===== src/rtl/text_port_pkg.sv =====
// rtl/text_port_pkg.sv - shared types and constants for the text-port scheduler
package text_port_pkg;

  typedef enum logic [2:0] {
    ST_IDLE,
    ST_SET_REG,
    ST_WAIT_REG,
    ST_EMIT,
    ST_NEXT_REG,
    ST_DONE
  } dump_state_t;

  localparam logic [7:0]  ASCII_ZERO       = 8'h30;
  localparam logic [7:0]  ASCII_A          = 8'h41;
  localparam logic [23:0] CHAR_ATTR        = 24'hFFFFFF;
  localparam int          DEFAULT_COLS     = 80;
  localparam int          DEFAULT_NUM_REGS = 32;

  function automatic logic [7:0] hex_ascii(input logic [3:0] nib);
    return (nib < 4'd10) ? (ASCII_ZERO + {4'h0, nib}) : (ASCII_A + {4'h0, nib} - 8'd10);
  endfunction

endpackage


===== src/rtl/text_port_scheduler_if.sv =====
// rtl/text_port_scheduler_if.sv - CPU request, dump control, debug read and text-buffer write signals
interface text_port_scheduler_if #(
  parameter int WORD_SIZE = 32,
  parameter int ADDR_W    = 13
) ();
  logic                 cpu_req_valid;
  logic                 cpu_req_ready;
  logic [ADDR_W-1:0]    cpu_req_addr;
  logic [WORD_SIZE-1:0] cpu_req_data;
  logic                 dump_start;
  logic                 dump_busy;
  logic                 dump_done;
  logic [4:0]           dbg_reg_addr;
  logic [WORD_SIZE-1:0] dbg_reg_data;
  logic                 ascii_write_en;
  logic [ADDR_W-1:0]    ascii_write_address;
  logic [WORD_SIZE-1:0] ascii_input;

  modport slave (
    input  cpu_req_valid, cpu_req_addr, cpu_req_data, dump_start, dbg_reg_data,
    output cpu_req_ready, dump_busy, dump_done, dbg_reg_addr,
           ascii_write_en, ascii_write_address, ascii_input
  );

  modport master (
    output cpu_req_valid, cpu_req_addr, cpu_req_data, dump_start, dbg_reg_data,
    input  cpu_req_ready, dump_busy, dump_done, dbg_reg_addr,
           ascii_write_en, ascii_write_address, ascii_input
  );
endinterface


===== src/rtl/reg_dump_engine.sv =====
// rtl/reg_dump_engine.sv - walks the register file and renders each register as 8 hex characters
module reg_dump_engine
  import text_port_pkg::*;
#(
  parameter int WORD_SIZE = 32,
  parameter int ADDR_W    = 13,
  parameter int COLS      = DEFAULT_COLS,
  parameter int NUM_REGS  = DEFAULT_NUM_REGS
) (
  input  logic                 clk,
  input  logic                 rst,
  input  logic                 i_dump_start,
  input  logic                 i_grant,
  input  logic [WORD_SIZE-1:0] i_dbg_reg_data,
  output logic                 o_req,
  output logic                 o_busy,
  output logic                 o_done,
  output logic [4:0]           o_dbg_reg_addr,
  output logic [ADDR_W-1:0]    o_addr,
  output logic [WORD_SIZE-1:0] o_data
);

  dump_state_t          r_state;
  dump_state_t          w_next;
  logic [4:0]           r_reg;
  logic [2:0]           r_nib;
  logic [WORD_SIZE-1:0] r_shadow;
  logic                 r_wait;
  logic [4:0]           r_dbg_addr;
  logic                 w_last_reg;
  logic [3:0]           w_nibble;

  assign w_last_reg = (r_reg == 5'(NUM_REGS - 1));

  always_ff @(posedge clk or negedge rst) begin
    if (!rst) r_state <= ST_IDLE;
    else      r_state <= w_next;
  end

  // WAIT_REG spans two cycles: the debug port is a synchronous read behind a registered address
  always_comb begin
    w_next = r_state;
    case (r_state)
      ST_IDLE:     if (i_dump_start) w_next = ST_SET_REG;
      ST_SET_REG:  w_next = ST_WAIT_REG;
      ST_WAIT_REG: if (r_wait) w_next = ST_EMIT;
      ST_EMIT:     if (i_grant && (r_nib == 3'd7)) w_next = ST_NEXT_REG;
      ST_NEXT_REG: w_next = w_last_reg ? ST_DONE : ST_SET_REG;
      ST_DONE:     w_next = ST_IDLE;
      default:     w_next = ST_IDLE;
    endcase
  end

  always_ff @(posedge clk or negedge rst) begin
    if (!rst) begin
      r_reg      <= '0;
      r_nib      <= '0;
      r_shadow   <= '0;
      r_wait     <= 1'b0;
      r_dbg_addr <= '0;
    end else begin
      case (r_state)
        ST_IDLE:     if (i_dump_start) r_reg <= '0;
        ST_SET_REG: begin
          r_dbg_addr <= r_reg;
          r_wait     <= 1'b0;
        end
        ST_WAIT_REG: begin
          r_wait <= 1'b1;
          if (r_wait) begin
            r_shadow <= i_dbg_reg_data;
            r_nib    <= '0;
          end
        end
        ST_EMIT:     if (i_grant) r_nib <= r_nib + 3'd1;
        ST_NEXT_REG: if (!w_last_reg) r_reg <= r_reg + 5'd1;
        default: ;
      endcase
    end
  end

  assign w_nibble       = r_shadow[WORD_SIZE - 1 - 4 * int'(r_nib) -: 4];
  assign o_addr         = ADDR_W'(r_reg) * ADDR_W'(COLS) + ADDR_W'(r_nib);
  assign o_data         = WORD_SIZE'({hex_ascii(w_nibble), CHAR_ATTR});
  assign o_req          = (r_state == ST_EMIT);
  assign o_busy         = (r_state != ST_IDLE);
  assign o_done         = (r_state == ST_DONE);
  assign o_dbg_reg_addr = r_dbg_addr;

endmodule


===== src/rtl/text_port_scheduler.sv =====
// rtl/text_port_scheduler.sv - arbitrates the text-buffer write port between CPU stores and the register dump
// Optional SCHED_FAIRNESS_EN: forces a dump grant after three consecutive CPU grants during EMIT.
module text_port_scheduler
  import text_port_pkg::*;
#(
  parameter int WORD_SIZE = 32,
  parameter int ADDR_W    = 13,
  parameter int COLS      = DEFAULT_COLS,
  parameter int NUM_REGS  = DEFAULT_NUM_REGS
) (
  input logic                   clk,
  input logic                   rst,
  text_port_scheduler_if.slave  bus
);

  logic                 w_dump_req;
  logic                 w_dump_grant;
  logic                 w_cpu_grant;
  logic                 w_force_dump;
  logic [ADDR_W-1:0]    w_dump_addr;
  logic [WORD_SIZE-1:0] w_dump_data;
  logic                 r_wr_en;
  logic [ADDR_W-1:0]    r_wr_addr;
  logic [WORD_SIZE-1:0] r_wr_data;

  reg_dump_engine #(
    .WORD_SIZE (WORD_SIZE),
    .ADDR_W    (ADDR_W),
    .COLS      (COLS),
    .NUM_REGS  (NUM_REGS)
  ) u_dump (
    .clk            (clk),
    .rst            (rst),
    .i_dump_start   (bus.dump_start),
    .i_grant        (w_dump_grant),
    .i_dbg_reg_data (bus.dbg_reg_data),
    .o_req          (w_dump_req),
    .o_busy         (bus.dump_busy),
    .o_done         (bus.dump_done),
    .o_dbg_reg_addr (bus.dbg_reg_addr),
    .o_addr         (w_dump_addr),
    .o_data         (w_dump_data)
  );

`ifdef SCHED_FAIRNESS_EN
  logic [1:0] r_fair_cnt;

  assign w_force_dump = w_dump_req && (r_fair_cnt == 2'd3);

  always_ff @(posedge clk or negedge rst) begin
    if (!rst)                              r_fair_cnt <= 2'd0;
    else if (!w_dump_req || w_dump_grant)  r_fair_cnt <= 2'd0;
    else if (w_cpu_grant)                  r_fair_cnt <= r_fair_cnt + 2'd1;
  end
`else
  assign w_force_dump = 1'b0;
`endif

  assign w_cpu_grant       = bus.cpu_req_valid && !w_force_dump;
  assign w_dump_grant      = w_dump_req && !w_cpu_grant;
  assign bus.cpu_req_ready = w_cpu_grant;

  always_ff @(posedge clk or negedge rst) begin
    if (!rst) begin
      r_wr_en   <= 1'b0;
      r_wr_addr <= '0;
      r_wr_data <= '0;
    end else begin
      r_wr_en <= w_cpu_grant || w_dump_grant;
      if (w_cpu_grant) begin
        r_wr_addr <= bus.cpu_req_addr;
        r_wr_data <= bus.cpu_req_data;
      end else if (w_dump_grant) begin
        r_wr_addr <= w_dump_addr;
        r_wr_data <= w_dump_data;
      end
    end
  end

  assign bus.ascii_write_en      = r_wr_en;
  assign bus.ascii_write_address = r_wr_addr;
  assign bus.ascii_input         = r_wr_data;

endmodule

===== src/flat_wrapper.sv =====
// flat-port wrapper written by rule: the top's interface ports become plain ports
module text_port_scheduler_flat import text_port_pkg::*;
#(
  parameter int WORD_SIZE = 32,
  parameter int ADDR_W    = 13,
  parameter int COLS      = DEFAULT_COLS,
  parameter int NUM_REGS  = DEFAULT_NUM_REGS
)
  (clk, rst, bus_cpu_req_valid, bus_cpu_req_addr, bus_cpu_req_data, bus_dump_start, bus_dbg_reg_data, bus_cpu_req_ready, bus_dump_busy, bus_dump_done, bus_dbg_reg_addr, bus_ascii_write_en, bus_ascii_write_address, bus_ascii_input);
  text_port_scheduler_if #(.WORD_SIZE(WORD_SIZE), .ADDR_W(ADDR_W)) bus_i ();
  input logic clk;
  input logic rst;
  input wire logic [$bits(bus_i.cpu_req_valid)-1:0] bus_cpu_req_valid;
  input wire logic [$bits(bus_i.cpu_req_addr)-1:0] bus_cpu_req_addr;
  input wire logic [$bits(bus_i.cpu_req_data)-1:0] bus_cpu_req_data;
  input wire logic [$bits(bus_i.dump_start)-1:0] bus_dump_start;
  input wire logic [$bits(bus_i.dbg_reg_data)-1:0] bus_dbg_reg_data;
  output wire logic [$bits(bus_i.cpu_req_ready)-1:0] bus_cpu_req_ready;
  output wire logic [$bits(bus_i.dump_busy)-1:0] bus_dump_busy;
  output wire logic [$bits(bus_i.dump_done)-1:0] bus_dump_done;
  output wire logic [$bits(bus_i.dbg_reg_addr)-1:0] bus_dbg_reg_addr;
  output wire logic [$bits(bus_i.ascii_write_en)-1:0] bus_ascii_write_en;
  output wire logic [$bits(bus_i.ascii_write_address)-1:0] bus_ascii_write_address;
  output wire logic [$bits(bus_i.ascii_input)-1:0] bus_ascii_input;
  assign bus_i.cpu_req_valid = bus_cpu_req_valid;
  assign bus_i.cpu_req_addr = bus_cpu_req_addr;
  assign bus_i.cpu_req_data = bus_cpu_req_data;
  assign bus_i.dump_start = bus_dump_start;
  assign bus_i.dbg_reg_data = bus_dbg_reg_data;
  assign bus_cpu_req_ready = bus_i.cpu_req_ready;
  assign bus_dump_busy = bus_i.dump_busy;
  assign bus_dump_done = bus_i.dump_done;
  assign bus_dbg_reg_addr = bus_i.dbg_reg_addr;
  assign bus_ascii_write_en = bus_i.ascii_write_en;
  assign bus_ascii_write_address = bus_i.ascii_write_address;
  assign bus_ascii_input = bus_i.ascii_input;
  text_port_scheduler #(.WORD_SIZE(WORD_SIZE), .ADDR_W(ADDR_W), .COLS(COLS), .NUM_REGS(NUM_REGS)) u_core (.clk(clk), .rst(rst), .bus(bus_i));
endmodule

===== config.mk =====
export PLATFORM = sky130hd
export DESIGN_NAME = text_port_scheduler_flat
export DESIGN_NICKNAME = d
export VERILOG_FILES = /design/src/rtl/text_port_pkg.sv /design/src/rtl/text_port_scheduler_if.sv /design/src/rtl/reg_dump_engine.sv /design/src/rtl/text_port_scheduler.sv /design/src/flat_wrapper.sv
export SDC_FILE = /design/constraint.sdc
export NUM_CORES = 1
export LEC_CHECK = 0
export CAP_MARGIN = 30
export CORE_UTILIZATION = 47
export CTS_CLUSTER_DIAMETER = 120
export DETAILED_ROUTE_END_ITERATION = 10
export PLACE_DENSITY = 0.83
export SLEW_MARGIN = 0
export SYNTH_ARGS = -nofsm -noshare
export SYNTH_HDL_FRONTEND = slang
export SYNTH_SLANG_ARGS = --single-unit

===== constraint.sdc =====
create_clock -name clk -period 2.83 [get_ports clk]
set_input_delay 0.283 -clock clk [delete_from_list [all_inputs] [get_ports clk]]
set_output_delay 0.283 -clock clk [all_outputs]
set_load 0.01 [all_outputs]

### Word level (Yosys, flattened, before mapping)

Index checks and enable logic that the tools add are counted.

| word-level totals | value |
|---|---|
| register bits | 95 |
| latch bits | 0 |
| RAM bits | 0 |
| memory bits (read-only) | 0 |
| word-level logic and storage cells | 62 |
| memories kept | 0 |

| operators by class | value |
|---|---|
| add/subtract/negate cells | 7 |
| multiply operators | 1 |
| div/mod/pow operators | 0 |
| order comparisons | 1 |
| equality and inequality tests | 12 |
| shift-type cells | 1 |
| muxes and demuxes | 17 |
| bitwise logic cells | 0 |
| reductions and logical operators | 14 |

Operators by type and width:

| operator | count |
|---|---|
| 32-bit two-way mux | 2 |
| 35-bit by 6-bit variable part select with 4-bit output | 1 |
| 13-bit two-way mux | 2 |
| 3-bit two-way mux | 6 |
| 3-bit case mux with 5 select lines | 1 |
| 12-bit by 3-bit adder with 13-bit output | 1 |
| 5-bit two-way mux | 2 |
| 2-bit != test (second input constant) | 5 |
| 5-bit case mux with 2 select lines | 1 |
| 3-bit == test (second input constant) | 3 |
| 3-bit AND reduction | 3 |
| 7-bit by 4-bit adder with 8-bit output (first input constant) | 1 |
| 5-bit by 3-bit multiplier with 8-bit output (second input constant) | 1 |
| 8-bit two-way mux | 1 |
| 2-bit nonzero test | 4 |
| 8-bit by 4-bit subtractor with 8-bit output (second input constant) | 1 |
| 6-bit by 4-bit adder with 7-bit output (first input constant) | 1 |
| 3-bit by 2-bit == test with 1-bit output (second input constant) | 2 |
| 3-bit case mux with 2 select lines | 1 |
| 5-bit by 5-bit subtractor with 6-bit output (first input constant) | 1 |
| 5-bit by 1-bit adder with 5-bit output (second input constant) | 1 |
| 5-bit == test (second input constant) | 1 |
| 4-bit < comparator (second input constant) | 1 |
| 3-bit by 1-bit adder with 3-bit output (second input constant) | 1 |
| 8 further kinds | 9 |

### Longest topological paths before layout

Gate-level depths: netlist of run 1.

| logic depth | value |
|---|---|
| depth after elaboration | 7 |
| mapped depth | 9 |
| gate-level depth less buffers | 9 |

### By module

From an unflattened synthesis of run 1, not the netlist that was laid out.

| unflattened totals | value |
|---|---|
| cell total of the unflattened synthesis | 419 |
| area total of the unflattened synthesis | 4,926.0 um^2 |

By module, submodules not included:

| module | times used | cells an instance | area an instance (um^2) |
|---|---|---|---|
| reg_dump_engine | 1 | 220 | 2,790.2 |
| text_port_scheduler | 1 | 199 | 2,135.8 |

### Worst setup path before layout of run 1

OpenSTA, ideal clock, no wires.

| timing path | value |
|---|---|
| path type | register to register |
| from | register u_core.u_dump.r_nib[0] |
| to | register u_core.r_wr_data[25], in the netlist u_core.bus.ascii_input[25] |
| arrival | 2.112 ns |
| setup slack | 0.653 ns |
| cell stages (with the launch flop) | 9 |
| clock period less this slack | 2.177 ns |
| cells stage by stage | dfrtp_1 > buf_6 > buf_12 > mux2_4 > mux4_2 > inv_1 > ha_1 > a221oi_1 > a211o_1 |

| between the ends | value |
|---|---|
| cells in the longest elaborated chain, start to end | 7 |

RTL lines:

| element | line | text |
|---|---|---|
| start: declaration | reg_dump_engine.sv:26 | `logic [2:0] r_nib;` |
| start signal: assignment | reg_dump_engine.sv:75 | `ST_EMIT: if (i_grant) r_nib <= r_nib + 3'd1;` |
| 5-bit by 5-bit subtractor with 6-bit output (*) | reg_dump_engine.sv:82 | `assign w_nibble = r_shadow[WORD_SIZE - 1 - 4 * int'(r_nib) -: 4];` |
| 35-bit by 6-bit variable part select with 4-bit output (*) | reg_dump_engine.sv:82 |  |
| 7-bit by 4-bit adder with 8-bit output | text_port_pkg.sv:20 | `return (nib < 4'd10) ? (ASCII_ZERO + {4'h0, nib}) : (ASCII_A + {4'h0, nib} - 8'd10);` |
| 8-bit by 4-bit subtractor with 8-bit output | text_port_pkg.sv:20 |  |
| 8-bit two-way mux (*) | text_port_pkg.sv:20 |  |
| 32-bit two-way mux (*) | text_port_scheduler.sv:73 | `end else if (w_dump_grant) begin` |
| 32-bit two-way mux (*) | text_port_scheduler.sv:70 | `if (w_cpu_grant) begin` |
| end signal: assignment | text_port_scheduler.sv:72 | `r_wr_data <= bus.cpu_req_data;` |
| end signal: assignment | text_port_scheduler.sv:75 | `r_wr_data <= w_dump_data;` |
| end: declaration | text_port_scheduler.sv:24 | `logic [WORD_SIZE-1:0] r_wr_data;` |

Mark *: on every way between the ends. The rest lies on a longest branch, timed or not. The select of a mux whose other input is x is not followed.
A chain may end at the register's enable or synchronous reset.

### Worst setup path in the final report of run 1

| timing path | value |
|---|---|
| from | register u_core.u_dump.r_nib[0] |
| to | register u_core.r_wr_data[26], in the netlist u_core.bus.ascii_input[26] |

The elaborated chain is that of the path after synthesis.

==> key figures, run 1 <==
Power and ir drop
  – P per Cell Area: 905.4 nW/um^2
  – Lkg Pwr: 2.766 nW
  – Worst IR Drop VDD: 547.2 uV

Clocking
  – CTS Buffer Depth: 2
  – Hold_buf cts: 1
  – Num Clock Sinks: 95
  – Reg clk slew, reported paths: 0.10 ns
  – H-tree levels: 3
  – Clk root buf: clkbuf_8
  – CTS tree: yes
  – Resized cells post-CTS: 0
  – Clk_lat worst skew: 0.36 ns
  – Num CTS Buffers: 9
  – Post-CTS Setup Bufs: 0

Die
  – Die area: 9827 um^2
  – Die Height: 99.13 um
  – CORE AREA: 9196 um^2
  – Ports: 135
  – Die width: 99.13 um
  – Num rows: 35
  – Initial Util: 0.4822

Synthesis
  – Yosys warns: 0
  – Cells after Synth: 469
  – Top-area cell type share of the netlist area: 0.5361
  – Top cells by area, synth: dfrtp_1 54%, nand2_1 13%, o21ai_0 5.8%
  – Synth Register Bits: 95
  – Yosys cell types: 42
  – Number of synthesized flops with an enable pin: 0
  – Syn nets: 562
  – Seq/Total Area, Yosys: 0.5361
  – Mapped Area: 4434 um^2
  – Asr flop ratio synth: 1.000
  – Leading area contributor after synthesis: dfrtp_1
  – Post-synth top flop: dfrtp_1
  – Mean post-synth cell area: 9.455 um^2

Timing
  – Hold Vio Cnt, Final: 0
  – Final setup violation count: 0
  – Final period util: 0.8599
  – Max-slew violation count: 0
  – Setup Skew: 0.01368 ns
  – TNS Setup: 0 ns
  – FMAX: 410.9 MHz
  – Slew @ Worst Pin: 0.7941 ns
  – RSZ-0062 raised after global routing: false
  – Min Tclk post-route: 2.433 ns
  – Worst rel slew slack: 0.4694

Place
  – DP Wirelength: 7.959 mm
  – PortBufs: 134
  – Placed Area: 5858 um^2
  – Routability Congestion: 0.8051

Critical path
  – Worst Setup End Kind: flop
  – CP Cell Sequence: mux2_2 -> mux4_2 -> inv_1 -> ha_1 -> nand3_1 -> mux2i_1 -> o221ai_1
  – Top delay family on crit path: multiplexers
  – Worst Path Arrival: 2.65 ns
  – Startpoint type of the worst setup path: flop
  – Crit Path Category: flop to flop
  – WP buf/inv: 1
  – Critical Path RT: 3.04 ns
  – Slowest stage delay, CP: 0.68 ns
  – CP max-delay cell: dfrtp_1
  – Max FO, Critical Path: 11

Layout
  – Area occupied by multi-input gates: 1891 um^2
  – Most frequent cells in the layout: 154 x nand2_1, 132 x clkdlybuf4s50_1, 95 x dfrtp_1
  – Layout overhead on the synthesized area: 37.53%
  – Layout cells sized above 1: 0.06656
  – FILL cells: 736
  – Post-route cell area: 6098 um^2
  – Final nets: 689
  – FF+latch area: 2377 um^2
  – Commonest non-fill, non-tap cell in the layout: nand2_1
  – Number of diodes: 0

Detailed routing
  – Vias per cell: 5.184
  – Drt first pass iters: 4
  – Routed wire per std cell: 15.12 um
  – WL final: 10.76 mm
  – DRC violations left: 0
  – Routed Antenna Nets: 0
  – Via count: 3691
  – Initial DRC Count: 131

Global routing
  – GR Util met3: 0.03584
  – Largest net degree at the start of global routing: 63
  – Global route hottest layer: met2
  – Met2 Track Usage GR: 0.4088
  – Initial antenna violation count: 0
  – First-pass GRT wire length: 17.60 mm
  – Total gr overflow: 0
  – GRT Total Usage: 0.2285
  – GR Layer Usage met1: 0.2865
  – Number of global-route vias before repair: 3695

Job
  – Max-cap violations: 0

Status
  – Status: finished clean

Worst hold path
  – Hold WC Path Type: primary input to flop
==> report_power, final <==
| part | total (mW) | switching, mW | internal (mW) |
|---|---|---|---|
| clock network | 1.02 | 0.490 | 0.527 |
| registers | 2.16 | 0.353 | 1.81 |
| logic | 2.34 | 1.17 | 1.18 |
| total | 5.52 | 2.01 | 3.51 |
==> metrics by stage <==
step | setup WS (ns) | cells | hold slack (ns) | utilization | total power [mW]
6_report | 0.3966 | 712 | 0.4014 | 0.6631 | 5.522
5_1_grt | 0.2739 | 712 | 0.4256 | 0.6631 | 5.901
4_1_cts | 0.4125 | 712 | 0.3853 | 0.6631 | 5.540
3_5_place_dp | 0.4245 | 695 | 0.3179 | 0.6370 | 4.523
3_3_place_gp | 0.5500 | 694 | 0.4576 | 0.6340 | 4.372
2_1_floorplan | 0.6529 | 469 | -0.01259 | - | 3.634
==> worst register-to-register path, delay by kind of cell (launching register included) <==
family          cells  cell delay (ns)
buf+inv             1             0.13
compound gates      1             0.13
mux                 3             1.08
fa+ha+maj           1             0.18
simple gates        1             0.09
flops               1             0.68
==> area by class of cell <==
class | instances | share of cell area
multi-input cells | 339 | 0.3100
clock inverters | 6 | 0.01518
well taps | 111 | 0.02277
clock buffers | 10 | 0.02257
flip-flops and latches | 95 | 0.3898
repair buffers | 145 | 0.2359
inverters | 6 | 0.003693
==> path summary, 6_finish.rpt <==
kind	start	to	slack, ns	cells past startpoint
min	bus_cpu_req_valid	u_core.bus.ascii_write_address[4]$_DFFE_PN0P_	0.40	3
max reg2reg	u_core.u_dump.r_nib[0]$_DFFE_PN0P_	u_core.bus.ascii_input[26]$_DFFE_PN0P_	0.40	7
min reg2reg	u_core.u_dump.r_shadow[3]$_DFFE_PN0P_	u_core.u_dump.r_shadow[3]$_DFFE_PN0P_	0.48	2
max	u_core.u_dump.r_nib[0]$_DFFE_PN0P_	u_core.bus.ascii_input[26]$_DFFE_PN0P_	0.40	7
min in group asynchronous	rst	u_core.u_dump.r_shadow[28]$_DFFE_PN0P_	0.46	2
max in group asynchronous	rst	u_core.bus.ascii_input[1]$_DFFE_PN0P_	1.76	3
==> routing by layer <==
| metal | up-vias | wire length (um) |
|---|---|---|
| met2 | 99 | 5567 |
| li1 | 1810 | - |
| met5 | - | 0 |
| met1 | 1767 | 4625 |
| met4 | 0 | 155 |
| met3 | 15 | 415 |
==> cells by family after synthesis <==
kind of cell / after synthesis / synth area share
and+or+nand+nor: 221 / 0.2023
DFF: 95 / 0.5361
AOI/OAI and AO/OA: 74 / 0.09566
buffers and inverters: 35 / 0.03753
muxes: 29 / 0.08691
adders and majority gates: 12 / 0.03555
xor gates and xnor gates: 3 / 0.005927
==> cells in the mapped netlist (2+ instances only) <==
| library cell | n |
|---|---|
| a21o_1 | 2 |
| dfrtp_1 | 95 |
| o21ai_0 | 51 |
| and2_1 | 2 |
| o221ai_1 | 2 |
| clkbuf_1 | 24 |
| and3b_1 | 2 |
| buf_6 | 2 |
| and3_1 | 3 |
| ha_1 | 11 |
| a2bb2oi_1 | 3 |
| nor2b_1 | 7 |
| mux2i_1 | 13 |
| mux2_2 | 10 |
| nand2_1 | 154 |
| nand3_1 | 10 |
| inv_1 | 6 |
| a21oi_1 | 6 |
| mux4_1 | 4 |
| nor3_1 | 2 |
| xnor2_1 | 3 |
| nor2_1 | 37 |
(Power assumes the default switching activity.)
==> inputs of run 2 (changes only) <==
CTS_CLUSTER_SIZE = 30   (was default)
==> results of run 2 <==
The final DEF is identical to that of run 1; final timing and power are the same.
==> inputs of run 3 (changes only) <==
CORE_ASPECT_RATIO = 0.7   (was default)
CORE_UTILIZATION = 49   (was 47)
CTS_CLUSTER_DIAMETER = default   (was 120)
PLACE_DENSITY = 0.84   (was 0.83)
SYNTH_HIERARCHICAL = 1   (was default)
==> run 3 against run 2 <==
Compared with the run above:
- cell count decreased by 5.1%
- worst setup slack got worse by 0.060 ns
- critical path depth increased by 1
- sequential share of layout area decreased by 2.3 points
- via count decreased by 6.3%
- fmax decreased by 2.4%
- register-to-register slack got worse by 0.06 ns
- critical endpoint is now u_core/bus.ascii_input[30]$_DFFE_PN0P_
- largest power group unchanged
- highest routed layer unchanged
==> key figures, run 3 <==
Die
  – Initial Util: 0.5067 (+0.02452)
  – Die Height: 85.89 um (-13%)
  – Die width: 121.8 um (+23%)
  – Die area: 10460 um^2 (+6.5%)
  – Ports: 135 (unchanged)
  – Num rows: 30 (-14%)
  – CORE AREA: 9722 um^2 (+5.7%)

Critical path
  – Startpoint type of the worst setup path: flop
  – Top delay family on crit path: multiplexers
  – Worst r2r src: u_core/u_dump/r_nib[0]$_DFFE_PN0P_
  – CP max-delay cell: dfrtp_1
  – Slowest stage delay, CP: 0.59 ns (-0.09 ns)
  – Crit Path Category: flop to flop
  – Worst Setup End Kind: flop
  – Reg2reg end: u_core/bus.ascii_input[30]$_DFFE_PN0P_
  – R2R Setup Slk: 0.34 ns (-0.06 ns)
  – Worst R2R Path Depth: 8 (+1)
  – WP buf/inv: 1 (unchanged)
  – Critical Path RT: 3.01 ns (-0.03 ns)
  – Worst Path Arrival: 2.67 ns (+0.02 ns)
  – CP Cell Sequence: buf_4 -> mux4_2 -> mux2i_4 -> ha_1 -> o21ai_1 -> and2_1 -> mux2i_1 -> o21ai_0
  – Max FO, Critical Path: 9 (-2)

Synthesis
  – Yosys warns: 6 (+6)
  – Synth Register Bits: 95 (unchanged)
  – Number of synthesized flops with an enable pin: 0 (unchanged)
  – Post-synth top flop: dfrtp_1
  – Seq/Total Area, Yosys: 0.4826 (-0.05352)
  – Mapped Area: 4926 um^2 (+11%)
  – Leading area contributor after synthesis: dfrtp_1
  – Asr flop ratio synth: 1.000 (unchanged)
  – Post-synth top cells: 95 x dfrtp_1, 50 x nand2_1, 49 x mux2i_1
  – Cells after Synth: 419 (-11%)
  – Count leader, synth: dfrtp_1
  – Mean post-synth cell area: 11.76 um^2 (+24%)
  – Top cells by area, synth: dfrtp_1 48%, mux2i_1 10%, mux2_2 8.5%
  – Top-area cell type share of the netlist area: 0.4826 (-0.05352)
  – Yosys cell types: 48 (+14%)

Layout
  – FILL cells: 730 (-0.82%)
  – Commonest non-fill, non-tap cell in the layout: clkdlybuf4s50_1
  – Area occupied by multi-input gates: 2233 um^2 (+18%)
  – Post-route cell area: 6479 um^2 (+6.2%)
  – Final nets: 636 (-7.7%)
  – Number of diodes: 0 (unchanged)
  – FF+latch area: 2377 um^2 (unchanged)
  – Most frequent cells in the layout: 132 x clkdlybuf4s50_1, 95 x dfrtp_1, 50 x nand2_1
  – Layout cells sized above 1: 0.1387 (+0.07213)
  – Layout overhead on the synthesized area: 31.52%

Clocking
  – CTS Buffer Depth: 2 (unchanged)
  – Num CTS Buffers: 9 (unchanged)
  – H-tree levels: 3 (unchanged)
  – Num Clock Sinks: 95 (unchanged)
  – CTS tree: yes
  – Post-CTS Setup Bufs: 0 (unchanged)
  – Clk_lat worst skew: 0.34 ns (-0.02 ns)
  – Clk root buf: clkbuf_16
  – Reg clk slew, reported paths: 0.07 ns (-0.03 ns)

Timing
  – TNS Setup: 0 ns (unchanged)
  – Min Tclk post-route: 2.494 ns (+0.06025 ns)
  – Final setup violation count: 0 (unchanged)
  – Hold Vio Cnt, Final: 0 (unchanged)
  – Setup Skew: 0.009638 ns (-0.004045 ns)
  – Slew @ Worst Pin: 0.7956 ns (+0.001468 ns)
  – Max-slew violation count: 0 (unchanged)
  – Final period util: 0.8812 (+0.02129)
  – FMAX: 401.0 MHz (-2.4%)
  – Worst rel slew slack: 0.4696 (about the same)
  – Final worst setup slack: 0.3363 ns (-0.06025 ns)
  – RSZ-0062 raised after global routing: false

Power and ir drop
  – Clock share of power: 0.181 (-0.003)
  – Worst IR Drop VDD: 442.7 uV (-19%)
  – Sequential Power Share: 0.367 (-0.025)
  – Sw Ratio: 0.3443 (-0.01968)
  – Internal: 4.074 mW (+16%)
  – Combinational fraction of design power: 0.453 (+0.029)
  – Lkg Pwr: 2.813 nW (+1.7%)
  – P per Cell Area: 959.1 nW/um^2 (+5.9%)
  – NetSw: 2.140 mW (+6.5%)

Detailed routing
  – Initial DRC Count: 145 (+11%)
  – DR WL met3: 639 um (+54%)
  – Routed wire per std cell: 15.96 um (+5.6%)
  – Via count: 3460 (-6.3%)
  – DRC violations left: 0 (unchanged)
  – WL final: 10.79 mm (+0.27%)
  – Max Used Layer: met4
  – Met2 Wirelength: 4.801 mm (-14%)
  – Met1 WL: 5.257 mm (+14%)
  – Drt first pass iters: 4 (unchanged)
  – Routed Antenna Nets: 0 (unchanged)
  – Vias per cell: 5.118 (-1.3%)

Job
  – Max-cap violations: 0 (unchanged)

Global routing
  – First-pass GRT wire length: 17.53 mm (-0.39%)
  – Initial antenna violation count: 0 (unchanged)
  – Largest net degree at the start of global routing: 92 (+46%)
  – GRT Total Usage: 0.2176 (-0.01093)
  – Number of global-route vias before repair: 3519 (-4.8%)
  – Total gr overflow: 0 (unchanged)

Place
  – Routability Congestion: 0.7958 (-1.2%)
  – PortBufs: 134 (unchanged)
  – Place WS: 0.3529 ns (-0.07161 ns)
  – DP Wirelength: 7.693 mm (-3.3%)
  – Placed Area: 6165 um^2 (+5.2%)

Status
  – Status: finished clean

Worst hold path
  – Hold WC Path Type: primary input to async pin
==> run 3: power by group through the flow <==
stage,Clock (mW),Combinational (mW),Sequential [mW]
3_5_place_dp,0,2.81,2.29
3_3_place_gp,0,2.70,2.27
5_1_grt,1.22,3.05,2.35
2_1_floorplan,0,2.10,2.18
6_report,1.12,2.81,2.28
4_1_cts,1.15,2.82,2.27
==> run 3: final cells by class <==
type	instances	share of cell area
inverter	4	0.002317
timing repair buffer	142	0.2186
clock buffer	11	0.03747
clock inverter	5	0.005214
sequential	95	0.3669
tap	128	0.02472
multi-input combinational	291	0.3447
==> run 3: worst max-delay path by stage <==
stage,startpoint,slack (ns),endpoint,cells past startpoint
floorplan,u_core/u_dump/r_nib[0]$_DFFE_PN0P_,0.79,u_core/bus.ascii_input[30]$_DFFE_PN0P_,8
global placement,u_core/u_dump/r_nib[0]$_DFFE_PN0P_,0.46,u_core/bus.ascii_input[30]$_DFFE_PN0P_,8
detailed placement,u_core/u_dump/r_nib[0]$_DFFE_PN0P_,0.35,u_core/bus.ascii_input[30]$_DFFE_PN0P_,8
global route,u_core/u_dump/r_nib[0]$_DFFE_PN0P_,0.17,u_core/bus.ascii_input[30]$_DFFE_PN0P_,8
finish,u_core/u_dump/r_nib[0]$_DFFE_PN0P_,0.34,u_core/bus.ascii_input[30]$_DFFE_PN0P_,8
CTS,u_core/u_dump/r_nib[0]$_DFFE_PN0P_,0.31,u_core/bus.ascii_input[30]$_DFFE_PN0P_,8
==> run 3: logic make-up after synthesis <==
kind of cell / count (synthesis) / synth area share
buffers and inverters: 58 / 0.08458
adders and majority gates: 12 / 0.03200
DFF: 95 / 0.4826
xor gates and xnor gates: 4 / 0.007113
other: 2 / 0.001525
and+or+nand+nor: 74 / 0.06960
AOI/OAI and AO/OA: 77 / 0.08814
muxes: 97 / 0.2344
==> run 3: worst register-to-register path, delay by kind of cell, from the launching register on <==
kind	cells	cell delay, ns
buffers and inverters	1	0.23
adders and majority gates	1	0.24
muxes	3	0.89
AOI/OAI and AO/OA	2	0.21
and+or+nand+nor	1	0.18
DFF	1	0.59
==> run 3: layer usage <==
metal | vias up | track usage
met2 | 110 | 0.3354
met5 | - | 0
met4 | 0 | 0.04938
met1 | 1666 | 0.3097
met3 | 11 | 0.05519
li1 | 1673 | -
==> run 3: timing repair <==
action / in CTS / in global routing
gates resized for setup: 0 / 0
hold endpoints to repair: 0 / 28
hold buffers: 0 / 1
==> run 3: metrics by stage <==
stage / power [mW] / utilization / hold WS, ns / cells
final: 6.214 / 0.6664 / 0.4222 / 676
after global placement: 4.969 / 0.6341 / 0.4848 / 658
after detailed placement: 5.099 / 0.6341 / 0.4904 / 658
after global routing: 6.617 / 0.6664 / 0.4415 / 676
after floorplan: 4.282 / - / -0.01259 / 444
after CTS: 6.247 / 0.6625 / 0.1426 / 674
